`config.mk`:
```
export PLATFORM = sky130hd
export DESIGN_NAME = sop_shared_cfg_eval_flat
export DESIGN_NICKNAME = d
export VERILOG_FILES = /design/src/rtl/sop_shared_cfg_eval_if.sv /design/src/rtl/sop_shared_cfg_eval.sv /design/src/flat_wrapper.sv
export SDC_FILE = /design/constraint.sdc
export NUM_CORES = 1
export LEC_CHECK = 0
export CAP_MARGIN = 40
export CORE_MARGIN = 4
export CORE_UTILIZATION = 63
export CTS_CLUSTER_SIZE = 28
export DETAILED_ROUTE_END_ITERATION = 8
export PLACE_DENSITY = 0.95
export REMOVE_ABC_BUFFERS = 1
export SLEW_MARGIN = 30
export SYNTH_ARGS = -nofsm -noshare
export SYNTH_HDL_FRONTEND = slang
export SYNTH_SLANG_ARGS = --single-unit
```
`constraint.sdc`:
```
create_clock -name clk -period 7.6 [get_ports clk]
set_clock_uncertainty 0.15 [all_clocks]
set_input_delay 1.52 -clock clk [delete_from_list [all_inputs] [get_ports clk]]
set_output_delay 1.52 -clock clk [all_outputs]
set_load 0.05 [all_outputs]
```
`src/rtl/sop_shared_cfg_eval_if.sv`:
```
// Bus bundle for the shared-product SOP evaluator: config stream, input vectors,
// results, and debug visibility of the control FSM.
interface sop_shared_cfg_eval_if #(
    parameter int N_IN   = 4,
    parameter int N_OUT  = 3,
    parameter int N_PROD = 6
);
    localparam int CW    = (2 * N_IN > N_PROD) ? 2 * N_IN : N_PROD;
    localparam int IDX_W = $clog2(N_PROD + N_OUT);

    // Every channel transfers a word on a rising edge where valid and ready are both high;
    // a producer holds valid and its data stable until that edge, and ready never waits on valid.
    logic              cfg_start;
    logic              cfg_valid;
    logic              cfg_ready;
    logic [CW-1:0]     cfg_data;
    logic              cfg_err;
    logic              run;
    logic              in_valid;
    logic              in_ready;
    logic [N_IN-1:0]   in_data;
    logic              out_valid;
    logic              out_ready;
    logic [N_OUT-1:0]  out_data;
    logic [2:0]        dbg_state;
    logic [IDX_W-1:0]  dbg_idx;

    modport master (
        output cfg_start, cfg_valid, cfg_data, in_valid, in_data, out_ready,
        input  cfg_ready, cfg_err, run, in_ready, out_valid, out_data, dbg_state, dbg_idx
    );

    modport slave (
        input  cfg_start, cfg_valid, cfg_data, in_valid, in_data, out_ready,
        output cfg_ready, cfg_err, run, in_ready, out_valid, out_data, dbg_state, dbg_idx
    );
endinterface

```
`src/rtl/sop_shared_cfg_eval.sv`:
```
// Runtime-loadable shared-product SOP evaluator: config words set literal masks and
// output activations, a check stage rejects over-sized terms, then a 2-stage pipeline evaluates.
module sop_shared_cfg_eval #(
    parameter int N_IN   = 4,
    parameter int N_OUT  = 3,
    parameter int N_PROD = 6,
    parameter int LPP    = 3,
    parameter int PPO    = 3
) (
    input  logic clk,
    input  logic rst_n,
    sop_shared_cfg_eval_if.slave bus
);
    localparam int CW    = (2 * N_IN > N_PROD) ? 2 * N_IN : N_PROD;
    localparam int NW    = N_PROD + N_OUT;
    localparam int IDX_W = $clog2(NW);

    typedef enum logic [2:0] {
        ST_IDLE  = 3'd0,
        ST_LOAD  = 3'd1,
        ST_CHECK = 3'd2,
        ST_RUN   = 3'd3,
        ST_ERR   = 3'd4
    } state_t;

    state_t            state_q, state_d;
    logic [IDX_W-1:0]  idx_q, idx_d;
    logic [N_IN-1:0]   pos_q [N_PROD];
    logic [N_IN-1:0]   pos_d [N_PROD];
    logic [N_IN-1:0]   neg_q [N_PROD];
    logic [N_IN-1:0]   neg_d [N_PROD];
    logic [N_PROD-1:0] act_q [N_OUT];
    logic [N_PROD-1:0] act_d [N_OUT];
    logic              cfg_ready_q, cfg_ready_d;
    logic              run_q, run_d;
    logic              cfg_err_q, cfg_err_d;
    logic              s1_valid_q, s1_valid_d;
    logic [N_PROD-1:0] prod_q, prod_d;
    logic              out_valid_q, out_valid_d;
    logic [N_OUT-1:0]  out_data_q, out_data_d;

    logic              cfg_fire;
    logic              cfg_legal;
    logic              en;
    logic              in_ready;
    logic              in_fire;
    logic [N_PROD-1:0] prod_calc;
    logic [N_OUT-1:0]  out_calc;

    function automatic int popcnt(input logic [CW-1:0] v);
        int c;
        c = 0;
        for (int i = 0; i < CW; i++) c += int'(v[i]);
        return c;
    endfunction

    assign cfg_fire = bus.cfg_valid & cfg_ready_q & ~bus.cfg_start;
    assign en       = ~out_valid_q | bus.out_ready;
    assign in_ready = run_q & en & ~bus.cfg_start;
    assign in_fire  = bus.in_valid & in_ready;

    always_comb begin
        cfg_legal = 1'b1;
        for (int p = 0; p < N_PROD; p++)
            if (popcnt(CW'(pos_q[p] | neg_q[p])) > LPP) cfg_legal = 1'b0;
        for (int j = 0; j < N_OUT; j++)
            if (popcnt(CW'(act_q[j])) > PPO) cfg_legal = 1'b0;
    end

    // A literal set in both masks makes its product unsatisfiable, so it evaluates to 0.
    always_comb begin
        prod_calc = '0;
        out_calc  = '0;
        for (int p = 0; p < N_PROD; p++)
            prod_calc[p] = (&(bus.in_data | ~pos_q[p])) & (&(~bus.in_data | ~neg_q[p]));
        for (int j = 0; j < N_OUT; j++)
            out_calc[j] = |(prod_q & act_q[j]);
    end

    always_comb begin
        state_d = state_q;
        idx_d   = idx_q;
        pos_d   = pos_q;
        neg_d   = neg_q;
        act_d   = act_q;
        for (int p = 0; p < N_PROD; p++) begin
            if (cfg_fire && idx_q == IDX_W'(p)) begin
                pos_d[p] = bus.cfg_data[N_IN-1:0];
                neg_d[p] = bus.cfg_data[2*N_IN-1:N_IN];
            end
        end
        for (int j = 0; j < N_OUT; j++)
            if (cfg_fire && idx_q == IDX_W'(N_PROD + j)) act_d[j] = bus.cfg_data[N_PROD-1:0];

        if (bus.cfg_start) begin
            state_d = ST_LOAD;
            idx_d   = '0;
        end else begin
            case (state_q)
                ST_LOAD: begin
                    if (cfg_fire) begin
                        if (idx_q == IDX_W'(NW - 1)) begin
                            state_d = ST_CHECK;
                            idx_d   = '0;
                        end else begin
                            idx_d = idx_q + 1'b1;
                        end
                    end
                end
                ST_CHECK: state_d = cfg_legal ? ST_RUN : ST_ERR;
                default:  state_d = state_q;
            endcase
        end

        cfg_ready_d = (state_d == ST_LOAD);
        run_d       = (state_d == ST_RUN);
        cfg_err_d   = (state_d == ST_ERR);
    end

    // Both stages advance together on en, so a stalled output freezes the whole pipe.
    always_comb begin
        s1_valid_d  = s1_valid_q;
        prod_d      = prod_q;
        out_valid_d = out_valid_q;
        out_data_d  = out_data_q;
        if (bus.cfg_start) begin
            s1_valid_d  = 1'b0;
            out_valid_d = 1'b0;
        end else if (en) begin
            s1_valid_d  = in_fire;
            out_valid_d = s1_valid_q;
            if (in_fire)    prod_d     = prod_calc;
            if (s1_valid_q) out_data_d = out_calc;
        end
    end

    always_ff @(posedge clk or negedge rst_n) begin
        if (!rst_n) begin
            state_q     <= ST_IDLE;
            idx_q       <= '0;
            pos_q       <= '{default: '0};
            neg_q       <= '{default: '0};
            act_q       <= '{default: '0};
            cfg_ready_q <= 1'b0;
            run_q       <= 1'b0;
            cfg_err_q   <= 1'b0;
            s1_valid_q  <= 1'b0;
            prod_q      <= '0;
            out_valid_q <= 1'b0;
            out_data_q  <= '0;
        end else begin
            state_q     <= state_d;
            idx_q       <= idx_d;
            pos_q       <= pos_d;
            neg_q       <= neg_d;
            act_q       <= act_d;
            cfg_ready_q <= cfg_ready_d;
            run_q       <= run_d;
            cfg_err_q   <= cfg_err_d;
            s1_valid_q  <= s1_valid_d;
            prod_q      <= prod_d;
            out_valid_q <= out_valid_d;
            out_data_q  <= out_data_d;
        end
    end

    assign bus.cfg_ready = cfg_ready_q;
    assign bus.cfg_err   = cfg_err_q;
    assign bus.run       = run_q;
    assign bus.in_ready  = in_ready;
    assign bus.out_valid = out_valid_q;
    assign bus.out_data  = out_data_q;
    assign bus.dbg_state = state_q;
    assign bus.dbg_idx   = idx_q;
endmodule

```
`src/flat_wrapper.sv`:
```
// flat-port wrapper written by rule: the top's interface ports become plain ports
module sop_shared_cfg_eval_flat 
#(
    parameter int N_IN   = 4,
    parameter int N_OUT  = 3,
    parameter int N_PROD = 6,
    parameter int LPP    = 3,
    parameter int PPO    = 3
)
  (clk, rst_n, bus_cfg_start, bus_cfg_valid, bus_cfg_data, bus_in_valid, bus_in_data, bus_out_ready, bus_cfg_ready, bus_cfg_err, bus_run, bus_in_ready, bus_out_valid, bus_out_data, bus_dbg_state, bus_dbg_idx);
  sop_shared_cfg_eval_if #(.N_IN(N_IN), .N_OUT(N_OUT), .N_PROD(N_PROD)) bus_i ();
  input  logic clk;
  input  logic rst_n;
  input wire logic [$bits(bus_i.cfg_start)-1:0] bus_cfg_start;
  input wire logic [$bits(bus_i.cfg_valid)-1:0] bus_cfg_valid;
  input wire logic [$bits(bus_i.cfg_data)-1:0] bus_cfg_data;
  input wire logic [$bits(bus_i.in_valid)-1:0] bus_in_valid;
  input wire logic [$bits(bus_i.in_data)-1:0] bus_in_data;
  input wire logic [$bits(bus_i.out_ready)-1:0] bus_out_ready;
  output wire logic [$bits(bus_i.cfg_ready)-1:0] bus_cfg_ready;
  output wire logic [$bits(bus_i.cfg_err)-1:0] bus_cfg_err;
  output wire logic [$bits(bus_i.run)-1:0] bus_run;
  output wire logic [$bits(bus_i.in_ready)-1:0] bus_in_ready;
  output wire logic [$bits(bus_i.out_valid)-1:0] bus_out_valid;
  output wire logic [$bits(bus_i.out_data)-1:0] bus_out_data;
  output wire logic [$bits(bus_i.dbg_state)-1:0] bus_dbg_state;
  output wire logic [$bits(bus_i.dbg_idx)-1:0] bus_dbg_idx;
  assign bus_i.cfg_start = bus_cfg_start;
  assign bus_i.cfg_valid = bus_cfg_valid;
  assign bus_i.cfg_data = bus_cfg_data;
  assign bus_i.in_valid = bus_in_valid;
  assign bus_i.in_data = bus_in_data;
  assign bus_i.out_ready = bus_out_ready;
  assign bus_cfg_ready = bus_i.cfg_ready;
  assign bus_cfg_err = bus_i.cfg_err;
  assign bus_run = bus_i.run;
  assign bus_in_ready = bus_i.in_ready;
  assign bus_out_valid = bus_i.out_valid;
  assign bus_out_data = bus_i.out_data;
  assign bus_dbg_state = bus_i.dbg_state;
  assign bus_dbg_idx = bus_i.dbg_idx;
  sop_shared_cfg_eval #(.N_IN(N_IN), .N_OUT(N_OUT), .N_PROD(N_PROD), .LPP(LPP), .PPO(PPO)) u_core (.clk(clk), .rst_n(rst_n), .bus(bus_i));
endmodule
```
==> results of run 1 <==
[through the flow]
stage / util [%] / hold slack [ps] / total power [mW] / worst slack [ps]
floorplan: - / 317 / 0.862 / 3210
global placement: 71.3 / 338 / 0.961 / 2570
detailed placement: 71.3 / 359 / 0.987 / 2510
CTS: 73.7 / 379 / 1.27 / 2510
global route: 74.1 / 396 / 1.34 / 2360
finish: 74.1 / 378 / 1.26 / 2500
[how the worst min path moves through the flow]
stage,start,endpoint,slack (ps),cells past startpoint
5_1_grt,u_core.pos_q[9],u_core.pos_q[9],400,1
4_1_cts,u_core.pos_q[10],u_core.pos_q[10],380,1
3_3_place_gp,u_core.s1_valid_q,u_core.bus.out_valid,340,2
3_5_place_dp,u_core.pos_q[10],u_core.pos_q[10],360,1
6_report,u_core.pos_q[20],u_core.pos_q[20],380,1
2_1_floorplan,u_core.s1_valid_q,u_core.bus.out_valid,320,2
[worst max-delay path, cell delays in order]
cell             delay, ps
clkdlybuf4s50_1        740
nor3b_1                320
clkdlybuf4s50_1        840
[routing by layer]
layer	global-route usage, %	vias to the layer above	part of all wire [%]
li1	-	1404	-
met1	31.4	1543	41
met2	42.1	111	51
met3	5.09	19	6.5
met4	7.05	0	1.7
met5	0	-	0
[area by class of cell]
cell class | count | area, um^2 | share of cell area, %
repair buffers | 33 | 349 | 6.89
flip-flops and latches | 87 | 2180 | 43.0
inverters | 20 | 75.1 | 1.48
clock buffers | 10 | 128 | 2.52
multi-input cells | 251 | 2180 | 43.0
well taps | 96 | 120 | 2.37
clock inverters | 5 | 36.3 | 0.716
[layout by cell type, fill, tap and decap left out, drive strengths merged, types with 4 or more instances in the layout]
master          n
nor2           14
clkdlybuf4s50  31
o21ai          12
a32o            5
mux2           69
clkbuf         10
dfrtp          87
nor3            5
or2            20
nor2b           6
inv            20
ha             25
nand2          15
a22oi           4
a31oi           4
a2111oi         6
mux2i          16
a21oi           5
[synthesized netlist by cell type (all sizes together), types with 3 or more instances]
cell type	n	area, um^2
a21oi	5	25.0
a2111oi	6	58.8
or3	3	20.0
a22o	3	26.3
nand2b	3	18.8
a221oi	3	26.3
mux2	69	777
nor2	14	52.6
inv	20	75.1
clkbuf	5	18.8
a22oi	4	30.0
buf	4	18.8
a21o	3	22.5
mux2i	16	160
or2	20	128
nand3	3	15.0
nor3	5	25.0
ha	25	313
a32o	5	50.1
nand2	15	61.3
fa	3	60.1
o21ai	12	60.1
dfrtp	87	2180
and3b	3	26.3
nor2b	6	37.5
a31oi	4	25.0
[where the power goes]
| group | switching [mW] | internal, mW |
|---|---|---|
| sequential | 0.0779 | 0.554 |
| combinational | 0.172 | 0.180 |
| clock | 0.163 | 0.117 |
| total | 0.412 | 0.850 |
[cells by family after synthesis]
logic type,after synthesis
flip-flops,87
AO/OA/AOI/OAI,56
AND/OR/NAND/NOR,82
buffers and inverters,29
adder cells (fa/ha/maj),28
multiplexers,85
[registers in the layout, summed over array words and instances (netlist names)]
name	cells
u_core.act_q	18
u_core.bus.cfg_err	1
u_core.bus.cfg_ready	1
u_core.bus.dbg_idx	4
u_core.bus.dbg_state	3
u_core.bus.out_data	3
u_core.bus.out_valid	1
u_core.bus.run	1
u_core.neg_q	24
u_core.pos_q	24
u_core.prod_q	6
u_core.s1_valid_q	1
==> results.yml, run 1 <==
yosys:
  synth_xor_area_share_pct: 0
  ys_warn_count: 0
  synthMuxAreaShare_pct: 21.0
  synth_edf_count: 0
  synth_top_family_by_area: "multiplexers"
  synth-simple-area-share_pct: 10.3
  postSynth.asyncResetShare_pct: 100
  synth_compound_area_share_pct: 9.13
  synth.ff_latch_count: 87
  synthAdderAreaFrac_pct: 8.34
  synth_ff_type: "dfrtp_1"
  synth_cells: 367
  syn_area_mm2: 0.00447
  synth_cell_types: 47
  syn_area_per_cell_um2: 12.2
  seq_area_frac_synth_pct: 48.7
clock_tree:
  cts_inserted_buffers: 9
  clockBufferDepth: 2
  post_cts_buffers: 0
  ctsHoldBuffers: 0
  cts.clk_slew.worst_paths_ps: 80
  cts_sinks: 87
  cts_resized: 0
  cts-root-buf: "clkbuf_8"
  clk_latency_ps: 360
  tritoncts: "built"
  cts_max_level: 3
routing:
  drt_wl_total_um: 9810
  detail_route.wl_per_cell_um: 19.5
  antenna_left: 0
  drtIter0Drc: 206
  vias_per_cell: 6.13
  drt_first_pass_iters: 5
  drc: 0
  vias: 3077
worst_setup_path:
  rrSetupSlack_ps: 4570
  start_kind: "primary input"
  rr_startpoint: "u_core.act_q[12]"
  rr_worst_depth: 9
  cp_max_fo: 19
  cp-endpoint: "bus_in_ready"
  critical_path_class: "primary input to output pin"
  end_kind: "output pin"
  cp_data_required_time_ps: 5930
  cp.arrival_ps: 3430
  rr_endpoint: "u_core.bus.run"
  cp-startpoint: "bus_cfg_start"
hold_path:
  hold_path_class: "flop to flop"
finish:
  antennaDiodeCount: 0
  final_cells: 502
  syn2layout_area_growth_pct: 13.3
  nets: 448
  drive_gt1_share_pct: 26.8
  final_area_mm2: 0.00506
  num-fill-cells: 472
floorplanning:
  start_util_pct: 65.4
  die_x_um: 92.2
  pin_count: 33
  chipHeight_um: 92.2
  core_mm2: 0.00683
  die-area_mm2: 0.00851
  rows: 30
placement:
  dpl.cell_count: 486
  place_area_mm2: 0.00487
  hpwl_um: 6820
  place.gp.congestion: 0.850
  portBuffers: 32
power:
  ir_worst_vdd_uv: 188
  static-leakage-power_nw: 2.45
  p_per_area_mw_per_mm2: 249
timing:
  rsz0062_at_grt: "no"
  post-route-period-util_pct: 67.1
  finalSetupViolations: 0
  max-slew-margin-rel_pct: 55.6
  worst_pin_slew_ps: 663
  min_period_ps: 5100
  hold_violations: 0
  fin_setup_tns_ps: 0
  fmax_mhz: 196
  drv_slew: 0
global_routing:
  grt_pass1_wl_um: 16000
  grt_usage_pct: 24.5
  antenna_found_initial: 0
  grt_pass1_vias: 3181
  grt_overflow: 0
  grt_max_degree: 88
job:
  cap_violations: 0
status:
  status: "finished, final reports clean"
Note: power is estimated with default switching activity, not from simulation.
==> run 2: changes to the inputs <==
Settings changed: CORE_UTILIZATION 63 to 59, PLACE_DENSITY 0.95 to 0.91.
Clock period 7.6 ns to 4.7 ns, I/O delays scaled along.
==> results.yml, run 2 (synthesized netlist as in run 1, its figures left out) <==
timing:
  fin_setup_tns_ps: 0
  rsz0062_at_grt: "no"
  post-route-period-util_pct: 78.0
  setup_ws_ps: 1030
  min_period_ps: 3670
  fmax_mhz: 273
  finalSetupViolations: 0
  hold_violations: 0
  drv_slew: 0
  worst_pin_slew_ps: 678
  max-slew-margin-rel_pct: 53.6
power:
  static-leakage-power_nw: 2.49
  combPwrFrac_pct: 26.8
  netSwitchingFraction_pct: 30.7
  p_per_area_mw_per_mm2: 421
  p_switching_uw: 663
  ir_worst_vdd_uv: 285
  p_int_mw: 1.50
  p_clk_share_pct: 25.9
  p_seq_share_pct: 47.4
finish:
  syn2layout_area_growth_pct: 14.8
  nets: 450
  antennaDiodeCount: 0
  largestRegisters: "u_core.neg_q: 24 flops, u_core.pos_q: 24 flops, u_core.act_q: 18 flops"
  multi_input_area_mm2: 0.00218
  drive_gt1_share_pct: 27.0
  final_cell_mix: "dfrtp_1, mux2_2, clkdlybuf4s50_1, ha_1, inv_1"
  layout_commonest_cell: "dfrtp_1"
  regArea_mm2: 0.00218
  num-fill-cells: 528
global_routing:
  grt_usage_pct: 23.9
  grt_pass1_wl_um: 16100
  grt_pass1_vias: 3242
  antenna_found_initial: 0
  grt_max_degree: 88
  grt_overflow: 0
worst_setup_path:
  crit_top_cell: "clkdlybuf4s50_1"
  cp.arrival_ps: 2580
  start_kind: "primary input"
  cpPeakStageDelay_ps: 840
  cp_data_required_time_ps: 3610
  critical_path_class: "primary input to output pin"
  crit_path_top_delay_cell: "clkdlybuf4s50_1"
  cp_num_buf_inv: 3
  path_cells: "clkdlybuf4s50_1, buf_4, nor3b_1, clkdlybuf4s50_1"
  critical_path.top_delay_family: "buffers and inverters"
  end_kind: "output pin"
  cp_max_fo: 19
floorplanning:
  die_x_um: 95.0
  pin_count: 33
  rows: 31
  start_util_pct: 61.3
  die-area_mm2: 0.00903
  core_mm2: 0.00729
  chipHeight_um: 95.0
routing:
  drt_wl_total_um: 10000
  vias: 3082
  drc: 0
  drt_first_pass_iters: 4
  detail_route.wl_per_cell_um: 19.8
  vias_per_cell: 6.08
  antenna_left: 0
  drtIter0Drc: 180
hold_path:
  hold_path_class: "primary input to async pin"
clock_tree:
  cts.clk_slew.worst_paths_ps: 80
  cts_sinks: 87
  cts-root-buf: "clkbuf_8"
  ctsHoldBuffers: 0
  cts_resized: 0
  post_cts_buffers: 0
  clk_latency_ps: 350
  clockBufferDepth: 2
  cts_inserted_buffers: 9
  tritoncts: "built"
  cts_max_level: 3
status:
  status: "finished, final reports clean"
placement:
  place.gp.congestion: 0.833
  portBuffers: 32
  hpwl_um: 6920
  post-place-ws_ps: 1050
job:
  cap_violations: 0
[run 2: power groups by stage]
stage | Clock, mW | Combinational (mW) | Sequential (mW)
after floorplan | 0 | 0.358 | 1.03
after global placement | 0 | 0.538 | 1.02
after detailed placement | 0 | 0.567 | 1.03
after CTS | 0.571 | 0.577 | 1.02
after global routing | 0.601 | 0.639 | 1.04
final | 0.560 | 0.578 | 1.02
[run 2: layout make-up]
class                      instances  area share, %
inverter                          20           1.46
clock buffer                      12           2.83
sequential                        87           42.4
clock inverter                     3           1.32
tap                               99           2.41
multi-input combinational        251           42.5
timing repair buffer              35           7.09
[run 2: worst paths after layout]
| check | start | end | cells past startpoint | slack [ps] |
|---|---|---|---|---|
| worst max register to register | u_core.act_q[12] | u_core.bus.dbg_state[1] | 9 | 1550 |
| worst max-delay path | bus_cfg_start | bus_in_ready | 4 | 1030 |
| min in group clk | u_core.pos_q[6] | u_core.pos_q[6] | 1 | 370 |
| worst min register to register | u_core.pos_q[6] | u_core.pos_q[6] | 1 | 370 |
| worst min-delay path | rst_n | u_core.bus.dbg_idx[0] | 1 | 260 |
| max in group asynchronous | rst_n | u_core.neg_q[0] | 2 | 3570 |
[run 2: metrics by stage]
stage	hold WS [ps]	util [%]	instance area [um^2]	power, mW	std cells
after detailed placement	351	67.1	4890	1.60	491
after global placement	335	67.0	4890	1.56	491
after global routing	246	70.4	5130	2.28	507
after CTS	369	70.0	5100	2.17	506
after floorplan	317	-	4430	1.39	358
final	255	70.4	5130	2.16	507
[run 2: per-layer routing]
layer,track usage (%),part of all wire [%]
met1,29.7,42
met2,42.3,52
met3,5.68,4.4
met4,5.05,0.88
met5,0,0
